<file path="config.mk">
export PLATFORM = sky130hd
export DESIGN_NAME = ysyx_22041412_axi_rd_arb
export DESIGN_NICKNAME = d
export VERILOG_FILES = /design/src/rtl/ysyx_22041412_axi_rd_arb.sv
export SDC_FILE = /design/constraint.sdc
export NUM_CORES = 1
export LEC_CHECK = 0
export BUFFER_PORTS_ARGS = -buffer_cell sky130_fd_sc_hd__buf_2
export CAP_MARGIN = 20
export CORE_AREA = 2 2 101 103
export DETAILED_ROUTE_END_ITERATION = 10
export DIE_AREA = 0 0 103 105
export PLACE_DENSITY = 0.7
export SETUP_SLACK_MARGIN = 0.3
export SYNTH_ARGS = -nofsm -noshare
export SYNTH_HDL_FRONTEND = slang
export SYNTH_SLANG_ARGS = --single-unit
</file>
<file path="constraint.sdc">
create_clock -name clk -period 2.15 [get_ports clk]
set_input_delay 0.215 -clock clk [delete_from_list [all_inputs] [get_ports clk]]
set_output_delay 0.215 -clock clk [all_outputs]
set_load 0.02 [all_outputs]
</file>
<file path="src/rtl/ysyx_22041412_axi_rd_arb.sv">
// Round-robin read-channel arbiter: I-cache and D-cache refills share one AXI read master.
// Optional AXI_RD_ARB_PERF_EN adds per-requester wait-cycle counters.
module ysyx_22041412_axi_rd_arb #(
  parameter int ADDR_WIDTH = 32,
  parameter int DATA_WIDTH = 64
) (
  input  logic                  clk,
  input  logic                  rst_n,
  input  logic                  i_r_valid_i,
  input  logic [ADDR_WIDTH-1:0] i_r_addr_i,
  input  logic [7:0]            i_r_len_i,
  output logic                  i_r_ready_o,
  output logic                  i_r_last_o,
  input  logic                  d_r_valid_i,
  input  logic [ADDR_WIDTH-1:0] d_r_addr_i,
  input  logic [7:0]            d_r_len_i,
  output logic                  d_r_ready_o,
  output logic                  d_r_last_o,
  output logic [DATA_WIDTH-1:0] r_data_o,
  output logic                  r_valid_o,
  output logic [ADDR_WIDTH-1:0] r_addr_o,
  output logic [7:0]            r_len_o,
  input  logic                  r_ready_i,
  input  logic                  r_last_i,
  input  logic [DATA_WIDTH-1:0] r_data_i,
  output logic                  err_o
`ifdef AXI_RD_ARB_PERF_EN
  ,
  output logic [63:0]           i_wait_cnt_o,
  output logic [63:0]           d_wait_cnt_o
`endif
);

  typedef enum logic [1:0] {
    IDLE  = 2'd0,
    GNT_I = 2'd1,
    GNT_D = 2'd2
  } state_e;

  localparam logic SIDE_I = 1'b0;
  localparam logic SIDE_D = 1'b1;

  state_e     state_r;
  logic       last_gnt_r;
  logic [7:0] beat_cnt_r;
  logic       beat_s;
  logic       last_beat_s;
  logic       pick_i_s;
  logic       pick_d_s;

  // Beat qualification and round-robin pick; beats seen while IDLE are ignored.
  always_comb begin
    beat_s      = (state_r != IDLE) && r_ready_i;
    last_beat_s = beat_s && r_last_i;
    pick_i_s    = i_r_valid_i && (!d_r_valid_i || (last_gnt_r == SIDE_D));
    pick_d_s    = d_r_valid_i && !pick_i_s;
  end

  // Grant FSM: latch the winner's burst, hold it until the last beat, then force one IDLE cycle.
  always_ff @(posedge clk or negedge rst_n) begin
    if (!rst_n) begin
      state_r    <= IDLE;
      r_valid_o  <= 1'b0;
      r_addr_o   <= {ADDR_WIDTH{1'b0}};
      r_len_o    <= 8'd0;
      err_o      <= 1'b0;
      beat_cnt_r <= 8'd0;
      last_gnt_r <= SIDE_I;
    end else begin
      case (state_r)
        IDLE: begin
          if (pick_i_s) begin
            state_r    <= GNT_I;
            r_valid_o  <= 1'b1;
            r_addr_o   <= i_r_addr_i;
            r_len_o    <= i_r_len_i;
            last_gnt_r <= SIDE_I;
            beat_cnt_r <= 8'd0;
          end else if (pick_d_s) begin
            state_r    <= GNT_D;
            r_valid_o  <= 1'b1;
            r_addr_o   <= d_r_addr_i;
            r_len_o    <= d_r_len_i;
            last_gnt_r <= SIDE_D;
            beat_cnt_r <= 8'd0;
          end else begin
            state_r   <= IDLE;
            r_valid_o <= 1'b0;
          end
        end
        GNT_I, GNT_D: begin
          if (beat_s) begin
            beat_cnt_r <= beat_cnt_r + 8'd1;
          end
          // The AXI burst cannot be aborted, so only the last beat releases the grant.
          if (last_beat_s) begin
            state_r   <= IDLE;
            r_valid_o <= 1'b0;
            if (beat_cnt_r != r_len_o) begin
              err_o <= 1'b1;
            end
          end
        end
        default: begin
          state_r   <= IDLE;
          r_valid_o <= 1'b0;
        end
      endcase
    end
  end

  // Strobe routing to the granted side; data is broadcast unqualified.
  always_comb begin
    i_r_ready_o = 1'b0;
    i_r_last_o  = 1'b0;
    d_r_ready_o = 1'b0;
    d_r_last_o  = 1'b0;
    r_data_o    = r_data_i;
    if (state_r == GNT_I) begin
      i_r_ready_o = r_ready_i;
      i_r_last_o  = r_ready_i & r_last_i;
    end else if (state_r == GNT_D) begin
      d_r_ready_o = r_ready_i;
      d_r_last_o  = r_ready_i & r_last_i;
    end else begin
      i_r_ready_o = 1'b0;
      d_r_ready_o = 1'b0;
    end
  end

`ifdef AXI_RD_ARB_PERF_EN
  // Wait counters: cycles a requester is valid but not the granted side, IDLE gaps included.
  always_ff @(posedge clk or negedge rst_n) begin
    if (!rst_n) begin
      i_wait_cnt_o <= 64'd0;
      d_wait_cnt_o <= 64'd0;
    end else begin
      if (i_r_valid_i && (state_r != GNT_I)) begin
        i_wait_cnt_o <= i_wait_cnt_o + 64'd1;
      end
      if (d_r_valid_i && (state_r != GNT_D)) begin
        d_wait_cnt_o <= d_wait_cnt_o + 64'd1;
      end
    end
  end
`endif

endmodule

</file>
# [Yosys cells after proc, flatten, opt, wreduce, memory -nomap -nowiden]
# Cells that the tools add are included.
[op_classes] addsub=1 eq_ne=6 mux=24 bitwise_logic=1 reduce_logical=15
[ops] operator="$mux 32" n=2
[ops] operator="$mux 8" n=5
[ops] operator="$pmux 8 s2" n=1
[ops] operator="$mux 1" n=11
[ops] operator="$add 8x1->8 const B" n=1
[ops] operator="$ne 8x8->1" n=1
[ops] operator="$mux 2" n=3
[ops] operator="$reduce_and 3->1" n=2
[ops] operator="$reduce_bool 2->1" n=3
[ops] operator="$logic_and 1x1->1" n=4
[ops] operator="$ne 2x2->1 const B" n=2
[ops] operator="$pmux 2 s2" n=1
[ops] operator="$ne 3x3->1 const B" n=1
[ops] operator="$eq 2x1->1 const B" n=1
[ops] operator="$eq 2x2->1 const B" n=1
[ops] operator="$logic_not 1->1" n=2
[ops] operator="$logic_not 2->1" n=1
[ops] operator="$pmux 1 s2" n=1
[ops] operator="$reduce_and 2->1" n=1
[ops] operator="$reduce_or 2->1" n=1
[ops] operator="$and 1x1->1" n=1
[ops] operator="$logic_or 1x1->1" n=1
[word_totals] regBits=53 input_bits=150 wordCells=54

# [Longest topological paths before layout]
[depth] ltp_word=8 depth_mapped=7 ltp_nobuf=6

# [Worst setup path before layout]
# OpenSTA, ideal clock, no wires.
[synth_timing] path_kind="register -> register" from="reg state_r[0]" to="reg beat_cnt_r[7]" setup_time_ns=0.079 arrival_time_ns=1.545 t_required_ns=2.071 slack_ns=0.526 path_stages_with_launch=8 path_cell_list="dfrtp_1 > inv_1 > ha_1 > buf_2 > nand3b_1 > nor3_1 > and3_1 > mux2i_1"
[synth_via] elab_chain_cells=4 word_cells_on_any_way=11
[synth_rtl] element="start: declaration" line="43" rtl="state_e state_r;"
[synth_rtl] element="start signal: assignment" line="62" rtl="state_r <= IDLE;"
[synth_rtl] element="start signal: assignment" line="73" rtl="state_r <= GNT_I;"
[synth_rtl] element="start signal: assignment" line="80" rtl="state_r <= GNT_D;"
[synth_rtl] element="$eq 2x1->1, or another cell as far along" line="70" rtl="case (state_r)"
[synth_rtl] element="$reduce_or 2->1 or $logic_and 1x1->1 (tied branches)" line="70, 53"
[synth_rtl] element="$ne 2x2->1 (no source line) or $reduce_bool 2->1 (tied branches)"
[synth_rtl] element="$reduce_and 3->1 (no source line)"
[synth_rtl] element="end signal: assignment" line="93" rtl="beat_cnt_r <= beat_cnt_r + 8'd1;"
[synth_rtl] element="end: declaration" line="45" rtl="logic [7:0] beat_cnt_r;"
# Several ways; a longest one is shown, not always the timed one.
# A chain may end at the register's enable or synchronous reset.

# [Worst setup path in the final report]
[layout_timing] from="reg state_r[1]" to="reg beat_cnt_r[7]"
# Same word-level chain as after synthesis.

==> metrics.txt <==
status=finished clean; RSZ-0062 raised after global routing=no; Internal=approximately 2.6 mW; PwrDens=~1300 mW/mm^2; Routed Antenna Nets=0; setup tns final=0 ns; top-level port count=between 200 and 300; HPWL Detailed=between 5000 and 6000 um; clock share of power=approximately 12%; total wire length=between 7000 and 8000 um; Slew HR=between 50% and 60%; net switching power=approximately 2.1 mW; post-synth net total=around 480; vias in the first global route=2313; Yosys warnings=0; Worst EP arrival=1.93 ns; post-synth top area share=between 40% and 50%; DR top layer=met4; Yosys reg bits=53; Synth area leaders=dfrtp_1 (42%), buf_4 (15%), mux2i_1 (14%); Reg area=between 0.001 and 0.0015 mm^2; final number of max-transition violations=0; DR iter-0 viols=84; worst vdd ir=approximately 0.45 mV; DIE AREA=about 0.011 mm^2; Worst Setup End Kind=register; skew final=between 0.008 and 0.009 ns; CP Data Required Time=between 2 and 2.5 ns; met2 wire len=3616 um; fin nets=543; DR pass1 iterations=4; Reg clk slew, reported paths=roughly 0.11 ns; largest area contributor in the netlist=dfrtp_1; sequential share of power=a little over a third; Filler cells=about 990; Hold WC Path Type=input pin to register; post-synthesis mux area share=14.43%; Hold WS=approximately 0.17 ns; area delta synth->final=14.15%; layout cells sized above 1=39.49%; final hold vios=0; first-pass GRT wire length=10950 um; Num CTS Buffers=5; CTS Buffer Depth=2; number of antenna violations at the first check in global routing=0; Finished Cell Area=between 0.003 and 0.004 mm^2; area of the multi-input gates=between 0.001 and 0.0015 mm^2; LEAKAGE=around 1.9 nW; Overall Power=between 4 and 5 mW; Period minus WS final=about 1.7 ns; Post-Syn Area per Cell=approximately 9.7 um^2; Netlist cell types=35; Comb pwr share=slightly above 50%; wire per inst=~14 um; total grt overflow=0; # clock sinks=53; Clock Latency Late Sink=between 0.3 and 0.4 ns; final setup violation count=0; via count=2375; non-filler cells, final=523; post-synthesis compound-gate area fraction=10.27%; Slew @ Worst Pin=between 0.6 and 0.7 ns; Post-Synth XOR/XNOR Area=about 2.5%; largest net degree at the start of global routing=41; Seq/Total Area, Yosys=a little over two fifths; worst setup path category=register to register; CP Launch Type=register; htree depth=2; postcts setup bufs=0; vias per cell=around 4.5; Port Buf Inserts=~130; Final period util=78.70%; # placed instances=about 510; chip width=approximately 100 um; met3 wire length=between 400 and 500 um; met1 WL=roughly 2700 um; Post-Synth Simple-Gate Area=10.15%; DRC violations left=0; Antenna diodes=0; synthesized area=~0.0031 mm^2; switch share=a little under half; CTS tree=done; RePlAce Congestion=slightly above 0.8; clock tree root buffer cell=clkbuf_8; Starting Density=between 30% and 40%; CP Max Fanout=8; max-cap violation count=0; largest family of logic cells by synthesized area=buffers and inverters; Total Routing Usage GR=about an eighth; core outline area=~0.0096 mm^2; maximum achievable frequency=591.0 MHz; standard-cell rows=36; Adder-Cell Fraction of Synth Area=approximately 1.6%; Cells after Synth=between 300 and 400; dpl cell area=0.003456 mm^2; Die Ht=around 110 um
cell usage after synthesis, drive strengths merged:
cell	count
nor4bb	1
and4	1
nand3b	1
nor3	1
and2	3
o21a	1
nor2	5
o21ai	46
a32o	1
nor4	2
mux2	1
nand3	3
mux2i	44
a21oi	3
nand2	50
inv	3
dfrtp	53
nor2b	1
a31oi	2
nand2b	1
a31o	2
buf	72
a22o	1
or3	1
and3	2
a211o	1
xor2	8
xnor2	1
clkbuf	7
ha	4
through the flow:
step,setup slack [ns],utilization (%)
floorplan,0.5257,-
CTS,0.3596,36.94
global route,0.3673,37.07
finish,0.4580,37.07
global placement,0.4505,35.85
detailed placement,0.3557,35.85
state kept, by name, summed over array words and instances, names as in the netlist:
register / cells
err_o: 1
r_len_o: 8
state_r: 2
r_valid_o: 1
r_addr_o: 32
beat_cnt_r: 8
last_gnt_r: 1
power groups by stage:
stage	Clock, mW	Combinational, mW	Sequential [mW]
after detailed placement	0	2.39	1.73
final	0.580	2.38	1.71
after global routing	0.647	2.60	1.78
after floorplan	0	1.27	2.19
after CTS	0.608	2.40	1.72
after global placement	0	2.33	1.72
critical path, cell delays in order (launching register included):
cell,delay [ns]
dfrtp_1,0.39
inv_1,0.08
ha_2,0.24
nand3b_1,0.26
nor3_2,0.27
and3_1,0.20
mux2i_1,0.18
final cells by class:
cell class | count | share of cell area [%]
clock inverters | 3 | 0.7353
flip-flops and latches | 53 | 37.11
multi-input cells | 187 | 34.80
inverters | 3 | 0.3151
clock buffers | 5 | 1.926
repair buffers | 139 | 20.45
well taps | 133 | 4.657
per-layer routing:
metal	vias to the layer above	global-route usage, %
li1	1156	-
met5	-	0
met1	1095	14.03
met4	0	7.143
met2	74	21.99
met3	50	3.010
final timing paths:
check	start	endpoint	slack, ns	cells past startpoint
worst max-delay path	state_r[1]$_DFFE_PN0P_	beat_cnt_r[7]$_DFFE_PN0P_	0.46	6
worst min-delay path	d_r_len_i[2]	r_len_o[2]$_DFFE_PN0P_	0.17	3
worst max register to register	state_r[1]$_DFFE_PN0P_	beat_cnt_r[7]$_DFFE_PN0P_	0.46	6
worst min register to register	err_o$_DFFE_PN0P_	err_o$_DFFE_PN0P_	0.47	1
max in group asynchronous	rst_n	r_addr_o[9]$_DFFE_PN0P_	1.02	3
min in group asynchronous	rst_n	beat_cnt_r[4]$_DFFE_PN0P_	0.47	2
cell usage in the layout, fill, tap and decap left out, types with 3 or more instances in the layout:
cell	instances
mux2i_1	44
o21ai_0	6
nand3_1	3
buf_2	131
nand2_1	50
dfrtp_1	53
o21ai_1	38
ha_1	3
xor2_1	8
clkbuf_8	5
buf_4	6
inv_1	3
a21oi_1	3
and2_1	3
nor2_1	5
timing repair:
action,in CTS,in global routing
gates resized for setup,0,3
hold buffers,1,0
endpoints found under the hold margin,27,0
setup endpoints to repair,0,3
cells by family after synthesis:
family,Yosys count
simple gates,72
flops,53
buf+inv,82
xor+xnor,9
mux,45
fa+ha+maj,4
compound gates,57
Note: power is estimated with default switching activity, not from simulation.
